## src/rtl/tx_framer.sv

```systemverilog
// ============================================================================
// Module      : tx_framer
// Description : Nibble-wide frame builder: preamble, SFD, PHR, then payload.
// Revision    : 1.0
// ============================================================================
`default_nettype none

module tx_framer #(
    parameter int          PREAMBLE_NIBBLES = 8,
    parameter logic [7:0]  SFD              = 8'hA7
) (
    input  logic       inClock,
    input  logic       inReset,
    input  logic       inStart,
    input  logic [6:0] inLength,
    input  logic [3:0] inPayload,
    input  logic       inPayloadValid,
    output logic       outPayloadReady,
    input  logic       inFifoFull,
    output logic       outFifoWriteEnable,
    output logic [3:0] outFifoData,
    output logic       outBusy,
    output logic       outDone,
    output logic       outError
);

    localparam logic [2:0] S_IDLE     = 3'd0;
    localparam logic [2:0] S_PREAMBLE = 3'd1;
    localparam logic [2:0] S_SFD      = 3'd2;
    localparam logic [2:0] S_PHR      = 3'd3;
    localparam logic [2:0] S_PAYLOAD  = 3'd4;
    localparam logic [2:0] S_DONE     = 3'd5;

    localparam logic [7:0] c_PRE_LAST = 8'(PREAMBLE_NIBBLES - 1);

    logic [2:0] state_q, state_d;
    logic [7:0] cnt_q, cnt_d;
    logic [6:0] len_q, len_d;
    logic [7:0] w_pay_last;
    logic       w_write;

    assign w_pay_last = {len_q, 1'b0} - 8'd1;

    always_ff @(posedge inClock or negedge inReset) begin
        if (!inReset) begin
            state_q <= S_IDLE;
            cnt_q   <= 8'd0;
            len_q   <= 7'd0;
        end else begin
            state_q <= state_d;
            cnt_q   <= cnt_d;
            len_q   <= len_d;
        end
    end

    // Each emitting state leaves on the edge that completes its last write.
    always_comb begin
        state_d = state_q;
        cnt_d   = cnt_q;
        len_d   = len_q;
        case (state_q)
            S_IDLE: begin
                if (inStart && (inLength != 7'd0)) begin
                    len_d   = inLength;
                    cnt_d   = 8'd0;
                    state_d = S_PREAMBLE;
                end
            end
            S_PREAMBLE: begin
                if (w_write) begin
                    if (cnt_q == c_PRE_LAST) begin
                        cnt_d   = 8'd0;
                        state_d = S_SFD;
                    end else begin
                        cnt_d = cnt_q + 8'd1;
                    end
                end
            end
            S_SFD, S_PHR: begin
                if (w_write) begin
                    if (cnt_q == 8'd1) begin
                        cnt_d   = 8'd0;
                        state_d = (state_q == S_SFD) ? S_PHR : S_PAYLOAD;
                    end else begin
                        cnt_d = cnt_q + 8'd1;
                    end
                end
            end
            S_PAYLOAD: begin
                if (w_write) begin
                    if (cnt_q == w_pay_last) begin
                        cnt_d   = 8'd0;
                        state_d = S_DONE;
                    end else begin
                        cnt_d = cnt_q + 8'd1;
                    end
                end
            end
            S_DONE: begin
                cnt_d   = 8'd0;
                state_d = S_IDLE;
            end
            default: begin
                cnt_d   = 8'd0;
                state_d = S_IDLE;
            end
        endcase
    end

    always_comb begin
        outPayloadReady    = 1'b0;
        w_write            = 1'b0;
        outFifoData        = 4'h0;
        outBusy            = (state_q != S_IDLE);
        outDone            = (state_q == S_DONE);
        outError           = (state_q == S_IDLE) && inStart && (inLength == 7'd0);
        case (state_q)
            S_PREAMBLE: begin
                w_write = !inFifoFull;
            end
            S_SFD: begin
                w_write     = !inFifoFull;
                outFifoData = (cnt_q == 8'd0) ? SFD[3:0] : SFD[7:4];
            end
            S_PHR: begin
                w_write     = !inFifoFull;
                outFifoData = (cnt_q == 8'd0) ? len_q[3:0] : {1'b0, len_q[6:4]};
            end
            S_PAYLOAD: begin
                outPayloadReady = !inFifoFull;
                w_write         = inPayloadValid && !inFifoFull;
                outFifoData     = inPayload;
            end
            default: begin
                w_write = 1'b0;
            end
        endcase
        if (!w_write) begin
            outFifoData = 4'h0;
        end
        // Outputs are forced low combinationally while reset is held.
        if (!inReset) begin
            outPayloadReady = 1'b0;
            w_write         = 1'b0;
            outFifoData     = 4'h0;
            outBusy         = 1'b0;
            outDone         = 1'b0;
            outError        = 1'b0;
        end
        outFifoWriteEnable = w_write;
    end

endmodule

`default_nettype wire

```

## config.mk

```make
export PLATFORM = sky130hd
export DESIGN_NAME = tx_framer
export DESIGN_NICKNAME = d
export VERILOG_FILES = /design/src/rtl/tx_framer.sv
export SDC_FILE = /design/constraint.sdc
export NUM_CORES = 1
export LEC_CHECK = 0
export CAP_MARGIN = 20
export CORE_ASPECT_RATIO = 0.6
export CORE_MARGIN = 8
export CORE_UTILIZATION = 66
export CTS_BUF_LIST = sky130_fd_sc_hd__clkbuf_4
export CTS_CLUSTER_DIAMETER = 40
export DETAILED_ROUTE_END_ITERATION = 7
export DONT_BUFFER_PORTS = 1
export PLACE_DENSITY = 0.82
export SYNTH_ARGS = -nofsm -noshare
export SYNTH_HDL_FRONTEND = slang
export SYNTH_SLANG_ARGS = --single-unit
```

## constraint.sdc

```tcl
create_clock -name inClock -period 3.9 [get_ports inClock]
set_input_delay 0.585 -clock inClock [delete_from_list [all_inputs] [get_ports inClock]]
set_output_delay 0.585 -clock inClock [all_outputs]
set_load 0.02 [all_outputs]
```

==> flow_summary_export.csv, run 1 <==
group,metric,value,unit
synthesis,syn_nets,191,
synthesis,yosysMostFrequentCell,"dfrtp_1",
synthesis,async_flop_share,100,%
routing,ant_nets,0,
layout,syn_to_final_growth,2.15,%
clocking,cts.clk_slew.worst_paths,0.10,ns
clocking,htree_levels,1,
setup_path,crit_chain,"or4_4 -> nor4b_4 -> mux2i_1 -> a21oi_1 -> a21oi_1 -> nor2_1",
pwr,switchingPower,483,uW
placed_design,dp.cells,193,
outcome,status,"completed",
layout,final_nets,189,
timing,worst_pin_slew,0.827,ns
synthesis,synth_edf_count,0,
pwr,vdd_ir_drop_max,370,uV
timing,timing_hold_violations_final,0,
clocking,cts_buffers,3,
clocking,cts_tree,"built",
synthesis,synth-xor-area-share,6.63,%
die,pin_count,25,
setup_path,critical_path.top_delay_family,"simple AND/OR/NAND/NOR gates",
setup_path,required,3.31,ns
pwr,p_sw_share,46.8,%
die,die-area,4010,sq um
synthesis,synth_cell_types,48,
setup_path,worst_path_most_repeated_cell,"a21oi_1",
setup_path,path_class,"reg2out",
routing,wl_per_cell,17.7,microns
synthesis,ys_ff_latch,18,
setup_path,path_buf_inv,0,
synthesis,synth_compound_area_share,20.0,%
routing,wl_met1,1.61,mm
pwr,clkPwrFrac,9.3,%
layout,final_cells,198,
pwr,p_leak,0.582,nW
timing,period_minus_slack,3.09,ns
synthesis,synth_cells,171,
setup_path,cp_max_fo,8,
timing,max_freq,324,MHz
synthesis,synthesis.area,1450,sq um
routing,drt-vias-per-instance,6.29,
die,coreArea,2130,sq um
die,rows,13,
pwr,power_density,695,nW/um^2
clocking,root_buffer,"clkbuf_4",
setup_path,crit_path_start_kind,"flop",
global_route,gr-total-overflow,0,
min_path,min_path_type,"in2reg",
placed_design,post-dp-hpwl,2.63,mm
setup_path,crit_path_max_incr_delay,0.62,ns
routing,drt-total-wl,3.50,mm
clocking,clock_latency,0.29,ns
synthesis,ys_seq_area_share,31.0,%
timing,slew_violations,0,
layout,drive_gt1_share,10.1,%
global_route,grt_util_all_layers,17.6,%
die,initial_utilization,68.2,%
synthesis,synth_area_leaders,"dfrtp_1 31%, xnor2_1 6.6%, a21oi_1 4.5%",
die,die_x,76.6,microns
pwr,power_frac_seq,37.2,%
routing,routed.top_layer,"met4",
synthesis,synth_simple_gate_area_share,28.0,%
synthesis,synth_top_flop_cell,"dfrtp_1",
routing,first_iter_violations,82,
synthesis,yosysTopAreaCell,"dfrtp_1",
layout,diodes,0,
timing,rsz0062_at_grt,"false",
global_route,antenna_found_initial,0,
synthesis,synthMuxAreaShare,5.25,%
timing,slew_headroom,44.7,%
die,die_y,52.4,microns
routing,drt_first_pass_iters,4,
setup_path,endpoint_kind,"output pin",
routing,dr_wl_met3,316,microns
timing,worst_clock_skew,0.00249,ns
synthesis,synth.top_cell.area_share,31.0,%
synthesis,syn-mean-instance-area,8.50,sq um
setup_path,crit_slowest_cell,"or4_4",
timing,period_share,79.1,%
clocking,clockBufferDepth,2,
synthesis,yosys_warnings,0,
pwr,internal_power,548,uW
placed_design,globalplace.congestion,0.864,
setup_path,arrival,2.50,ns
global_route,grt_pass1_wl,5.76,mm
clocking,cts_sinks,18,
global_route,grt_pass1_vias,1156,
global_route,grt_start_max_net_pins,19,
timing,tns,0,ns
placed_design,io_buffers,0,
routing,drc,0,
routing,dr_wl_met2,1.56,mm
timing,finalSetupViolCount,0,
synthesis,synth_fa_ha_area_share,3.44,%
pwr,combPwrFrac,53.5,%
routing,routed-via-count,1246,
synthesis,synth_top_cells_by_count,"18 x dfrtp_1, 16 x nor2_1, 13 x a21oi_1",
run,maxCapViolations,0,
synthesis,synth_top_family_by_area,"simple AND/OR/NAND/NOR gates",
## cells by family after synthesis
| logic type | count (synthesis) |
|---|---|
| and+or+nand+nor | 71 |
| adders and majority gates | 4 |
| AOI/OAI and AO/OA | 42 |
| xor gates and xnor gates | 11 |
| DFF | 18 |
| muxes | 7 |
| buffers and inverters | 18 |
## final timing paths
check,slack [ns],from,to,depth (start not counted)
hold / removal,0.40,inLength[1],len_q[1],2
setup / recovery,0.81,cnt_q[3],outFifoData[1],6
setup reg to reg,1.46,len_q[0],cnt_q[1],7
hold reg to reg,0.58,cnt_q[0],cnt_q[0],1
min in group asynchronous,0.82,inReset,cnt_q[0],1
max in group asynchronous,2.57,inReset,len_q[5],1
## worst register-to-register path, delay by kind of cell (launching register included)
kind / cells / cell delay [ns]
AOI/OAI and AO/OA: 3 / 0.91
adders and majority gates: 1 / 0.29
buffers and inverters: 1 / 0.12
DFF: 1 / 0.49
and+or+nand+nor: 2 / 0.50
## stage by stage
step	util [%]	instance area [sq um]	power [mW]	hold WS, ns	setup WS [ns]
finish	69.7	1490	1.03	0.405	0.814
global route	69.7	1490	1.11	0.388	0.683
CTS	69.7	1490	1.03	0.396	0.803
detailed placement	68.0	1450	0.923	0.290	1.16
global placement	68.0	1450	0.902	0.290	1.20
floorplan	-	1450	0.821	0.289	1.26
## layout by cell type, fill, tap and decap left out, types with 2 or more instances in the layout
cell and n:
a21boi_1 2, a21oi_1 13, a2bb2oi_1 2, a31oi_1 2
and3_1 2, clkbuf_4 3, dfrtp_1 18, ha_1 4
inv_1 9, mux2_2 5, mux2i_1 2, nand2_1 11
nand2b_1 4, nand3_1 7, nand3b_1 2, nand4b_1 2
nor2_1 16, nor2b_1 2, nor3_1 8, nor4_1 4
o2111ai_1 2, o21ai_0 6, o21ai_1 5, or2_1 2
or3_1 2, xnor2_1 11
## power groups by stage
stage                     Clock [mW]  Combinational, mW  Sequential (mW)
after floorplan                    0              0.505            0.315
after global placement             0              0.524            0.378
after detailed placement           0              0.540            0.382
after CTS                      0.101              0.549            0.378
after global routing           0.108              0.607            0.394
final                         0.0962              0.552            0.384
## sequential cells by signal, summed over array words and instances, names as in the netlist
name and flops:
cnt_q 8, len_q 7, state_q 3
## timing repair
item                                   CTS  global route
setup buffers                            0             0
resized for setup                        0             0
endpoints found under the hold margin   18             0
hold buffers                             1             0
## cell type report
class	count	area, sq um
clock buffer	3	22.5
clock inverter	1	3.75
fill	171	646
inverter	9	33.8
multi-input combinational	135	920
sequential	18	450
tap	30	37.5
timing repair buffer	2	17.5
## layer usage
metal,vias to the layer above,GRT usage [%]
met2,48,27.6
met1,582,24.2
met5,-,0
met3,4,5.31
met4,0,1.90
li1,612,-
No activity file was read; power rests on OpenSTA's default activity.
==> run 2: changes to the inputs <==
--- a/config.mk
+++ b/config.mk
@@ -8,12 +8,12 @@
 export CAP_MARGIN = 20
 export CORE_ASPECT_RATIO = 0.6
 export CORE_MARGIN = 8
-export CORE_UTILIZATION = 66
+export CORE_UTILIZATION = 65
 export CTS_BUF_LIST = sky130_fd_sc_hd__clkbuf_4
 export CTS_CLUSTER_DIAMETER = 40
 export DETAILED_ROUTE_END_ITERATION = 7
 export DONT_BUFFER_PORTS = 1
-export PLACE_DENSITY = 0.82
+export PLACE_DENSITY = 0.81
 export SYNTH_ARGS = -nofsm -noshare
 export SYNTH_HDL_FRONTEND = slang
 export SYNTH_SLANG_ARGS = --single-unit
==> constraint.sdc (replaced) <==
create_clock -name inClock -period 3.2 [get_ports inClock]
set_input_delay 0.48 -clock inClock [delete_from_list [all_inputs] [get_ports inClock]]
set_output_delay 0.48 -clock inClock [all_outputs]
set_load 0.02 [all_outputs]
==> flow_summary_export.csv, run 2 (same netlist as run 1, synthesis figures left out) <==
group,metric,value,unit
timing,tns,0,ns
clocking,cts_tree,"built",
clocking,cts.clk_slew.worst_paths,0.11,ns
pwr,p_sw_share,46.8,%
die,initial_utilization,67.7,%
clocking,cts_buffers,3,
clocking,root_buffer,"clkbuf_4",
placed_design,globalplace.congestion,0.874,
timing,rsz0062_at_grt,"false",
layout,final_common_cell,"dfrtp_1",
outcome,status,"completed",
layout,largest_register_ffs,8,
layout,drive_gt1_share,10.1,%
layout,diodes,0,
setup_path,crit_path_start_kind,"flop",
timing,worst_pin_slew,0.836,ns
clocking,clock_latency,0.30,ns
placed_design,post-dp-hpwl,2.65,mm
min_path,hold_depth,2,
die,die_y,52.6,microns
setup_path,crit_path_max_incr_delay,0.62,ns
clocking,cts_sinks,18,
setup_path,arrival,2.50,ns
pwr,p_leak,0.582,nW
setup_path,ff2ff_path_depth,7,
setup_path,crit_chain,"or4_4 -> nor4b_4 -> o21ai_1 -> a21boi_1 -> a2bb2oi_1 -> nor2_1",
routing,ant_nets,0,
layout,regMostFlops,"cnt_q",
timing,finalSetupViolCount,0,
layout,final.fill_count,183,
routing,wl_per_cell,17.4,microns
global_route,antenna_found_initial,0,
clocking,cts_resized,0,
setup_path,path_class,"reg2out",
routing,drt_first_pass_iters,4,
setup_path,reg2reg_slack,0.80,ns
pwr,clkPwrFrac,9.4,%
timing,slew_headroom,44.1,%
run,maxCapViolations,0,
timing,slew_violations,0,
setup_path,worst_r2r_startpoint,"len_q[0]",
layout,regArea,450,sq um
pwr,power_frac_seq,37.1,%
setup_path,required,2.72,ns
routing,drt-vias-per-instance,6.32,
layout,reg_top3,"cnt_q x8, len_q x7, state_q x3",
die,die_x,77.1,microns
clocking,postCtsSetupRepairBufs,0,
routing,drt-total-wl,3.44,mm
clocking,hold_buffers,1,
timing,worst_clock_skew,0.0146,ns
clocking,clockBufferDepth,2,
setup_path,path_buf_inv,0,
routing,drc,0,
clocking,htree_levels,1,
pwr,power_density,847,nW/um^2
layout,final_nets,189,
routing,first_iter_violations,133,
die,pin_count,25,
setup_path,critical_path.top_delay_family,"simple AND/OR/NAND/NOR gates",
setup_path,cp_max_fo,8,
timing,timing_hold_violations_final,0,
global_route,grt_start_max_net_pins,19,
pwr,combPwrFrac,53.5,%
timing,max_freq,335,MHz
global_route,grt_pass1_wl,5.73,mm
setup_path,crit_slowest_cell,"or4_4",
pwr,internal_power,669,uW
die,coreArea,2150,sq um
setup_path,cp_num_cells,6,
setup_path,r2r_end,"cnt_q[1]",
layout,final_cell_mix,"18 x dfrtp_1, 16 x nor2_1, 13 x a21oi_1, 11 x nand2_1, 11 x xnor2_1",
die,die-area,4060,sq um
setup_path,endpoint_kind,"output pin",
placed_design,io_buffers,0,
global_route,gr-total-overflow,0,
die,rows,13,
routing,routed-via-count,1252,
global_route,grt_util_all_layers,17.9,%
global_route,grt_pass1_vias,1169,
min_path,min_path_type,"in2reg",
layout,utilization,69.2,%
layout,multiInputGateArea,920,sq um
pwr,vdd_ir_drop_max,414,uV
pwr,switchingPower,588,uW
pwr,finalPower,1.26,mW
timing,period_minus_slack,2.98,ns
layout,syn_to_final_growth,2.15,%
timing,period_share,93.2,%
setup_path,crit_path_end,"outFifoData[2]",
setup_path,startpoint,"cnt_q[3]",
[run 2: cell counts in the layout (fill, tap and decap cells not counted)]
No cell type changed its count.
[run 2: worst min path at each step]
stage | endpoint | slack, ns | startpoint
after floorplan | cnt_q[0] | 0.18 | inReset
after global placement | len_q[5] | 0.18 | inReset
after detailed placement | len_q[2] | 0.18 | inReset
after CTS | len_q[0] | 0.28 | inLength[0]
after global routing | len_q[0] | 0.28 | inLength[0]
final | len_q[0] | 0.29 | inLength[0]
[run 2: power groups by stage]
stage	Sequential [mW]	Combinational, mW	Clock [mW]
5_1_grt	0.481	0.743	0.134
6_report	0.467	0.674	0.118
3_5_place_dp	0.465	0.659	0
2_1_floorplan	0.384	0.616	0
3_3_place_gp	0.458	0.630	0
4_1_cts	0.461	0.667	0.122
[run 2: area by class of cell]
type | count | area share [%]
clock buffer | 3 | 1.52
clock inverter | 1 | 0.253
inverter | 9 | 2.27
multi-input combinational | 135 | 61.9
sequential | 18 | 30.3
tap | 30 | 2.53
timing repair buffer | 2 | 1.18
[run 2: metrics by stage]
step	worst slack, ns	instances	hold WS (ns)	cell area [sq um]
after detailed placement	0.549	193	0.185	1450
after global placement	0.607	193	0.185	1450
after CTS	0.208	198	0.281	1490
after global routing	0.101	198	0.283	1490
final	0.219	198	0.289	1490
after floorplan	0.665	171	0.184	1450
[run 2: metal layers]
layer	GRT usage, %	wire length [microns]	up-vias
met3	5.65	299	6
met4	7.14	52	0
met5	0	0	-
met2	27.8	1440	56
met1	22.8	1650	580
li1	-	-	610
==> run 3: changes to the inputs <==
--- a/config.mk
+++ b/config.mk
@@ -5,7 +5,6 @@
 export SDC_FILE = /design/constraint.sdc
 export NUM_CORES = 1
 export LEC_CHECK = 0
-export CAP_MARGIN = 20
 export CORE_ASPECT_RATIO = 0.6
 export CORE_MARGIN = 8
 export CORE_UTILIZATION = 65
==> results of run 3 <==
No change in the layout: final DEF, timing and power equal those of run 2.
